File: src/rtl/irq_ctrl_if.sv
// Register bus bundle between the CPU-side bus master and the interrupt controller.
// A request is accepted when reg_valid_i and reg_ready_o are both high; the
// response comes back one cycle later on reg_rvalid_o / reg_rdata_o.
interface irq_ctrl_if;
    logic        reg_valid_i;
    logic        reg_ready_o;
    logic        reg_we_i;
    logic [3:0]  reg_addr_i;
    logic [31:0] reg_wdata_i;
    logic [31:0] reg_rdata_o;
    logic        reg_rvalid_o;

    modport master (
        output reg_valid_i, reg_we_i, reg_addr_i, reg_wdata_i,
        input  reg_ready_o, reg_rdata_o, reg_rvalid_o
    );

    modport slave (
        input  reg_valid_i, reg_we_i, reg_addr_i, reg_wdata_i,
        output reg_ready_o, reg_rdata_o, reg_rvalid_o
    );
endinterface

File: src/rtl/irq_ctrl.sv
// Interrupt controller: NUM_SRC level/edge sources, fixed lowest-ID-wins
// priority, claim/complete handshake through the CLAIM register and a single
// external interrupt line toward the CSR unit.
module irq_ctrl #(
    parameter int NUM_SRC = 8
) (
    input  logic               clk,
    input  logic               rst,
    input  logic [NUM_SRC-1:0] irq_src_i,
    irq_ctrl_if.slave          reg_bus,
    output logic               ext_irq_o,
    output logic [4:0]         claim_id_o
);

    typedef enum logic [1:0] {
        IDLE    = 2'd0,
        IRQ     = 2'd1,
        SERVICE = 2'd2
    } state_t;

    localparam logic [1:0] ADDR_ENABLE  = 2'd0;
    localparam logic [1:0] ADDR_EDGE    = 2'd1;
    localparam logic [1:0] ADDR_PENDING = 2'd2;
    localparam logic [1:0] ADDR_CLAIM   = 2'd3;

    state_t             state_q, state_d;
    logic [4:0]         claim_id_d;
    logic [NUM_SRC-1:0] enable_q, edge_sel_q, pend_q, src_q;
    logic [NUM_SRC-1:0] in_service, pend_view, pend_en, rise;
    logic [NUM_SRC-1:0] claim_clr, w1c_clr, pend_d;
    logic [4:0]         winner, claim_val;
    logic [1:0]         addr;
    logic               accept, rd_claim, wr_claim, wr_pend;
    logic               rvalid_q;
    logic [31:0]        rdata_q, rdata_d;
    logic               unused_bits;

    assign addr     = reg_bus.reg_addr_i[3:2];
    assign accept   = reg_bus.reg_valid_i & ~rvalid_q;
    assign rd_claim = accept & ~reg_bus.reg_we_i & (addr == ADDR_CLAIM);
    assign wr_claim = accept &  reg_bus.reg_we_i & (addr == ADDR_CLAIM);
    assign wr_pend  = accept &  reg_bus.reg_we_i & (addr == ADDR_PENDING);

    assign reg_bus.reg_ready_o  = ~rvalid_q;
    assign reg_bus.reg_rvalid_o = rvalid_q;
    assign reg_bus.reg_rdata_o  = rdata_q;
    assign ext_irq_o            = (state_q == IRQ);

    assign unused_bits = ^{reg_bus.reg_addr_i[1:0], reg_bus.reg_wdata_i};

    // Level sources in service are hidden so they cannot re-raise the line; edge bits stay visible.
    assign rise      = irq_src_i & ~src_q;
    assign pend_view = pend_q & ~(in_service & ~edge_sel_q);
    assign pend_en   = pend_view & enable_q;
    assign claim_val = (state_q == IRQ) ? winner : 5'd0;
    assign w1c_clr   = wr_pend ? (reg_bus.reg_wdata_i[NUM_SRC:1] & edge_sel_q) : '0;

    // Decode the in-service ID and the claim-clear mask into per-source one-hot vectors.
    always_comb begin
        in_service = '0;
        claim_clr  = '0;
        for (int k = 0; k < NUM_SRC; k++) begin
            in_service[k] = (claim_id_o == 5'(k + 1));
            claim_clr[k]  = rd_claim && (state_q == IRQ) && (winner == 5'(k + 1));
        end
    end

    // Fixed-priority arbiter: scan from the top so the lowest enabled pending ID ends up winning.
    always_comb begin
        winner = 5'd0;
        for (int k = NUM_SRC - 1; k >= 0; k--) begin
            if (pend_en[k]) begin
                winner = 5'(k + 1);
            end
        end
    end

    // Next pending value: level bits follow the line, edge bits latch rises and let a new rise beat any clear.
    always_comb begin
        pend_d = '0;
        for (int k = 0; k < NUM_SRC; k++) begin
            if (edge_sel_q[k]) begin
                pend_d[k] = rise[k] | (pend_q[k] & ~(claim_clr[k] | w1c_clr[k]));
            end else begin
                pend_d[k] = irq_src_i[k];
            end
        end
    end

    // Read-data mux; writes always answer with zero.
    always_comb begin
        rdata_d = '0;
        if (!reg_bus.reg_we_i) begin
            case (addr)
                ADDR_ENABLE:  rdata_d[NUM_SRC:1] = enable_q;
                ADDR_EDGE:    rdata_d[NUM_SRC:1] = edge_sel_q;
                ADDR_PENDING: rdata_d[NUM_SRC:1] = pend_view;
                ADDR_CLAIM:   rdata_d[4:0]       = claim_val;
                default:      rdata_d            = '0;
            endcase
        end
    end

    // Configuration registers, source history, pending bits and the one-cycle response strobe.
    always_ff @(posedge clk or negedge rst) begin
        if (!rst) begin
            enable_q   <= '0;
            edge_sel_q <= '0;
            pend_q     <= '0;
            src_q      <= '0;
            rvalid_q   <= 1'b0;
            rdata_q    <= '0;
        end else begin
            src_q    <= irq_src_i;
            pend_q   <= pend_d;
            rvalid_q <= accept;
            rdata_q  <= accept ? rdata_d : 32'd0;
            if (accept && reg_bus.reg_we_i) begin
                case (addr)
                    ADDR_ENABLE: enable_q   <= reg_bus.reg_wdata_i[NUM_SRC:1];
                    ADDR_EDGE:   edge_sel_q <= reg_bus.reg_wdata_i[NUM_SRC:1];
                    default:     ;
                endcase
            end
        end
    end

    // FSM state and in-service ID registers.
    always_ff @(posedge clk or negedge rst) begin
        if (!rst) begin
            state_q    <= IDLE;
            claim_id_o <= 5'd0;
        end else begin
            state_q    <= state_d;
            claim_id_o <= claim_id_d;
        end
    end

    // Claim/complete sequencing; a claim that finds nothing pending drops straight back to IDLE.
    always_comb begin
        state_d    = state_q;
        claim_id_d = claim_id_o;
        case (state_q)
            IDLE: begin
                if (pend_en != '0) begin
                    state_d = IRQ;
                end
            end
            IRQ: begin
                if (rd_claim) begin
                    if (winner != 5'd0) begin
                        state_d    = SERVICE;
                        claim_id_d = winner;
                    end else begin
                        state_d = IDLE;
                    end
                end else if (pend_en == '0) begin
                    state_d = IDLE;
                end
            end
            SERVICE: begin
                if (wr_claim && (reg_bus.reg_wdata_i[4:0] == claim_id_o)) begin
                    state_d    = IDLE;
                    claim_id_d = 5'd0;
                end
            end
            default: begin
                state_d    = IDLE;
                claim_id_d = 5'd0;
            end
        endcase
    end

endmodule

File: src/flat_wrapper.sv
// flat-port wrapper written by rule: the top's interface ports become plain ports
module irq_ctrl_flat 
#(
    parameter int NUM_SRC = 8
)
  (clk, rst, irq_src_i, ext_irq_o, claim_id_o, reg_bus_reg_valid_i, reg_bus_reg_we_i, reg_bus_reg_addr_i, reg_bus_reg_wdata_i, reg_bus_reg_ready_o, reg_bus_reg_rdata_o, reg_bus_reg_rvalid_o);
  irq_ctrl_if reg_bus_i ();
  input  logic clk;
  input  logic rst;
  input  logic [NUM_SRC-1:0] irq_src_i;
  output logic ext_irq_o;
  output logic [4:0] claim_id_o;
  input wire logic [$bits(reg_bus_i.reg_valid_i)-1:0] reg_bus_reg_valid_i;
  input wire logic [$bits(reg_bus_i.reg_we_i)-1:0] reg_bus_reg_we_i;
  input wire logic [$bits(reg_bus_i.reg_addr_i)-1:0] reg_bus_reg_addr_i;
  input wire logic [$bits(reg_bus_i.reg_wdata_i)-1:0] reg_bus_reg_wdata_i;
  output wire logic [$bits(reg_bus_i.reg_ready_o)-1:0] reg_bus_reg_ready_o;
  output wire logic [$bits(reg_bus_i.reg_rdata_o)-1:0] reg_bus_reg_rdata_o;
  output wire logic [$bits(reg_bus_i.reg_rvalid_o)-1:0] reg_bus_reg_rvalid_o;
  assign reg_bus_i.reg_valid_i = reg_bus_reg_valid_i;
  assign reg_bus_i.reg_we_i = reg_bus_reg_we_i;
  assign reg_bus_i.reg_addr_i = reg_bus_reg_addr_i;
  assign reg_bus_i.reg_wdata_i = reg_bus_reg_wdata_i;
  assign reg_bus_reg_ready_o = reg_bus_i.reg_ready_o;
  assign reg_bus_reg_rdata_o = reg_bus_i.reg_rdata_o;
  assign reg_bus_reg_rvalid_o = reg_bus_i.reg_rvalid_o;
  irq_ctrl #(.NUM_SRC(NUM_SRC)) u_core (.clk(clk), .rst(rst), .irq_src_i(irq_src_i), .reg_bus(reg_bus_i), .ext_irq_o(ext_irq_o), .claim_id_o(claim_id_o));
endmodule
File: config.mk
export PLATFORM = sky130hd
export DESIGN_NAME = irq_ctrl_flat
export DESIGN_NICKNAME = d
export VERILOG_FILES = /design/src/rtl/irq_ctrl_if.sv /design/src/rtl/irq_ctrl.sv /design/src/flat_wrapper.sv
export SDC_FILE = /design/constraint.sdc
export NUM_CORES = 1
export LEC_CHECK = 0
export CORE_UTILIZATION = 46
export DETAILED_ROUTE_END_ITERATION = 8
export GPL_TIMING_DRIVEN = 0
export PLACE_DENSITY_LB_ADDON = 0.12
export SLEW_MARGIN = 25
export SYNTH_ARGS = -nofsm -noshare
export SYNTH_HDL_FRONTEND = slang
export SYNTH_SLANG_ARGS = --single-unit
File: constraint.sdc
create_clock -name clk -period 2.8 [get_ports clk]
set_input_delay 0.56 -clock clk [delete_from_list [all_inputs] [get_ports clk]]
set_output_delay 0.56 -clock clk [all_outputs]
set_load 0.1 [all_outputs]
==> reports/results.tsv <==
stage	metric	value	unit
status	status	finished clean	
clock_tree	clk_latency	300	ps
setup_path	worstPathMaxFanout	10	
setup_path	crit_type	primary input to flop	
setup_path	cpMaxStageDelayCell	clkdlybuf4s50_1	
clock_tree	cts_tree	built	
placed_design	dpl.cell_count	383	
global_route	first_global_vias	1878	
cells_and_area	antenna_cells	0	
timing	slew_headroom	34.5	%
timing	worst_pin_slew	979	ps
cells_and_area	layout-drive-gt1-share	21.0	%
timing	rsz0062_at_grt	false	
power	leakage	1.42	nW
cells_and_area	layout_commonest_cell	dfrtp_1	
timing	final.min_clock_period	2650	ps
clock_tree	clkSinkCount	48	
setup_path	required	2990	ps
synth	ys_warn_count	0	
global_route	grt_max_degree	49	
timing	hold_viol_final	0	
cells_and_area	layout_common_cells	dfrtp_1 (48), clkdlybuf4s50_1 (36), nand2_1 (32)	
placed_design	gp_congestion	0.886	
run	drv_cap	0	
global_route	overflow	0	
global_route	grt_pass1_wl	9610	µm
power	fin_total_pwr	2.80	mW
setup_path	cp_cell_sequence	clkdlybuf4s50_1 -> or3b_1 -> clkbuf_1 -> nor2_1 -> nand2_1 -> nor3_4 -> nand4_1 -> a22o_1	
clock_tree	ctsHtreeMaxLevel	2	
clock_tree	post_cts_buffers	0	
clock_tree	root_buffer	clkbuf_8	
timing	setup_viol	0	
setup_path	max_stage_delay	490	ps
route	drc	0	
setup_path	rrSetupSlack	400	ps
worst_hold_path	holdCritPathClass	primary input to async pin	
setup_path	reg2reg_depth	6	
setup_path	crit_arrival	2840	ps
die	core_area	0.00554	mm²
die	die_w	78.0	µm
synth	async_flop_share	100	%
power	switching_share	48.1	%
power	p_per_area	844	mW/mm²
die	dieArea	0.00608	mm²
die	floorplan.initialDensity	47.9	%
synth	synth.avg_cell_area	10.6	µm²
cells_and_area	nets	366	
clock_tree	cts_buffers	5	
die	die_y	78.0	µm
setup_path	path_buf_inv	2	
route	drt_iter0_drc	113	
clock_tree	post_cts_resized	0	
clock_tree	clk_pin_slew	90	ps
clock_tree	clockBufferDepth	2	
route	vias_per_cell	5.46	
power	p_int	1.45	mW
timing	fmax	377	MHz
timing	period_share	94.6	%
route	dr.pass1.iters	4	
route	post_drt_wl_per_cell	15.5	µm
synth	synth.distinct_cells	55	
setup_path	worstReg2RegStart	u_core.claim_id_o[0]	
route	ant_nets	0	
setup_path	cp_top_family	simple AND/OR/NAND/NOR gates	
placed_design	numPortBuffers	38	
clock_tree	holdBufCountCts	0	
cells_and_area	area_delta_synth_final	25.0	%
synth	ys.flop_type	dfrtp_1	
die	fp-row-count	27	
power	switchingPower	1.35	mW
synth	yosysSeqAreaShare	45.2	%
setup_path	cp-end-kind	flop	
die	num_io_pins	88	
placed_design	dp_hpwl	4430	µm
route	via_count	2133	
route	wl	6050	µm
synth	synthCells	250	
synth	synthesis.area	0.00266	mm²
synth	synth-seq-cells	48	
synth	synth_edf_count	0	
global_route	track_usage	20.8	%
timing	finClkSkew	10.2	ps
power	power_frac_seq	36.0	%
power	peakVddDrop	0.594	mV
power	p_comb_share	48.7	%
setup_path	cp-start-kind	primary input	
power	clkPwrFrac	15.3	%
cells_and_area	final_cells	391	
setup_path	r2r_end	u_core.pend_q[2]	
global_route	antenna_found_initial	0	
timing	slew_viol_final	0	
## power by group through the flow
| stage | Combinational [mW] | Clock [mW] | Sequential (mW) |
|---|---|---|---|
| finish | 1.36 | 0.429 | 1.01 |
| global route | 1.43 | 0.463 | 1.03 |
| CTS | 1.35 | 0.435 | 1.01 |
| detailed placement | 1.35 | 0 | 1.02 |
| global placement | 1.33 | 0 | 1.01 |
| floorplan | 0.815 | 0 | 1.23 |
## cell usage after synthesis (2+ instances only)
cell      number  area share, %
a32oi_1        3           0.99
inv_1          5           0.71
o311ai_1       2           0.66
nor3_1         3           0.57
buf_6          2           0.85
nand3_1        5           0.94
o21ai_0        5           0.94
o311ai_0       6            2.0
xor2_1         4            1.3
nor2b_1        4           0.94
dfrtp_1       48             45
nor4_1         2           0.47
o311a_1        5            1.9
clkbuf_1       4           0.57
nand2_1       32            4.5
a31oi_1        4           0.94
a221oi_1       2           0.66
nor3_2         2           0.75
a21oi_1       18            3.4
nand2b_1       4           0.94
buf_4         24            6.8
a22o_1         4            1.3
o311ai_4       2            2.0
nor2_1        10            1.4
mux2_2        16            6.8
or2_1          2           0.47
o311ai_2       4            2.4
## registers in the layout (all words and copies together) (netlist names)
name,flops
u_core.state_q,2
u_core.pend_q,8
u_core.reg_bus.reg_rvalid_o,1
u_core.enable_q,8
u_core.claim_id_o,4
u_core.src_q,8
u_core.edge_sel_q,8
u_core.reg_bus.reg_rdata_o,9
## worst max-delay path by stage
stage                          startpoint                             to  depth (start not counted)
finish                reg_bus_reg_valid_i               u_core.pend_q[3]                          8
global route          reg_bus_reg_valid_i               u_core.pend_q[3]                          8
CTS                     u_core.state_q[1]                      ext_irq_o                          3
detailed placement    reg_bus_reg_valid_i               u_core.pend_q[5]                          8
global placement    reg_bus_reg_addr_i[3]               u_core.pend_q[4]                          6
floorplan            u_core.claim_id_o[1]  u_core.reg_bus.reg_rdata_o[2]                          5
## routing by layer
metal  share of wire [%]  vias up  GRT usage, %
li1                    -     1020             -
met3                 5.6       10          4.00
met2                  47       73          32.7
met5                   0        -             0
met4                 1.5        0          6.30
met1                  46     1030          29.0
## final cells by class
class                           instances  area (µm²)
Fill cell                             509        2220
Multi-Input combinational cell        189        1320
Sequential cell                        48        1200
Timing Repair Buffer                   38         380
Buffer                                 30         218
Clock buffer                            8        90.1
Tap cell                               72        90.1
Inverter                                6        22.5
## metrics by stage
stage	hold WS (ps)	utilization, %	instance area [µm²]	setup slack [ps]	setup TNS (ps)
global placement	485	58.0	3210	-314	-10530
CTS	288	59.7	3310	10.5	0
floorplan	264	-	2740	174	0
global route	320	59.9	3320	29.2	0
finish	249	59.9	3320	150	0
detailed placement	500	58.0	3220	-198	-1050
## worst register-to-register path, delay by kind of cell (launching register included)
kind             cells  cell delay, ps
AO/OA/AOI/OAI        3            1140
AND/OR/NAND/NOR      3             680
flip-flops           1             480
## kinds of logic after synthesis
logic type / share of synthesized area, %
and+or+nand+nor: 15.3
AOI/OAI and AO/OA: 21.2
DFF: 45.2
buffers and inverters: 9.04
muxes: 7.77
xor gates and xnor gates: 1.32
other: 0.141
No activity file was read; power rests on OpenSTA's default activity.
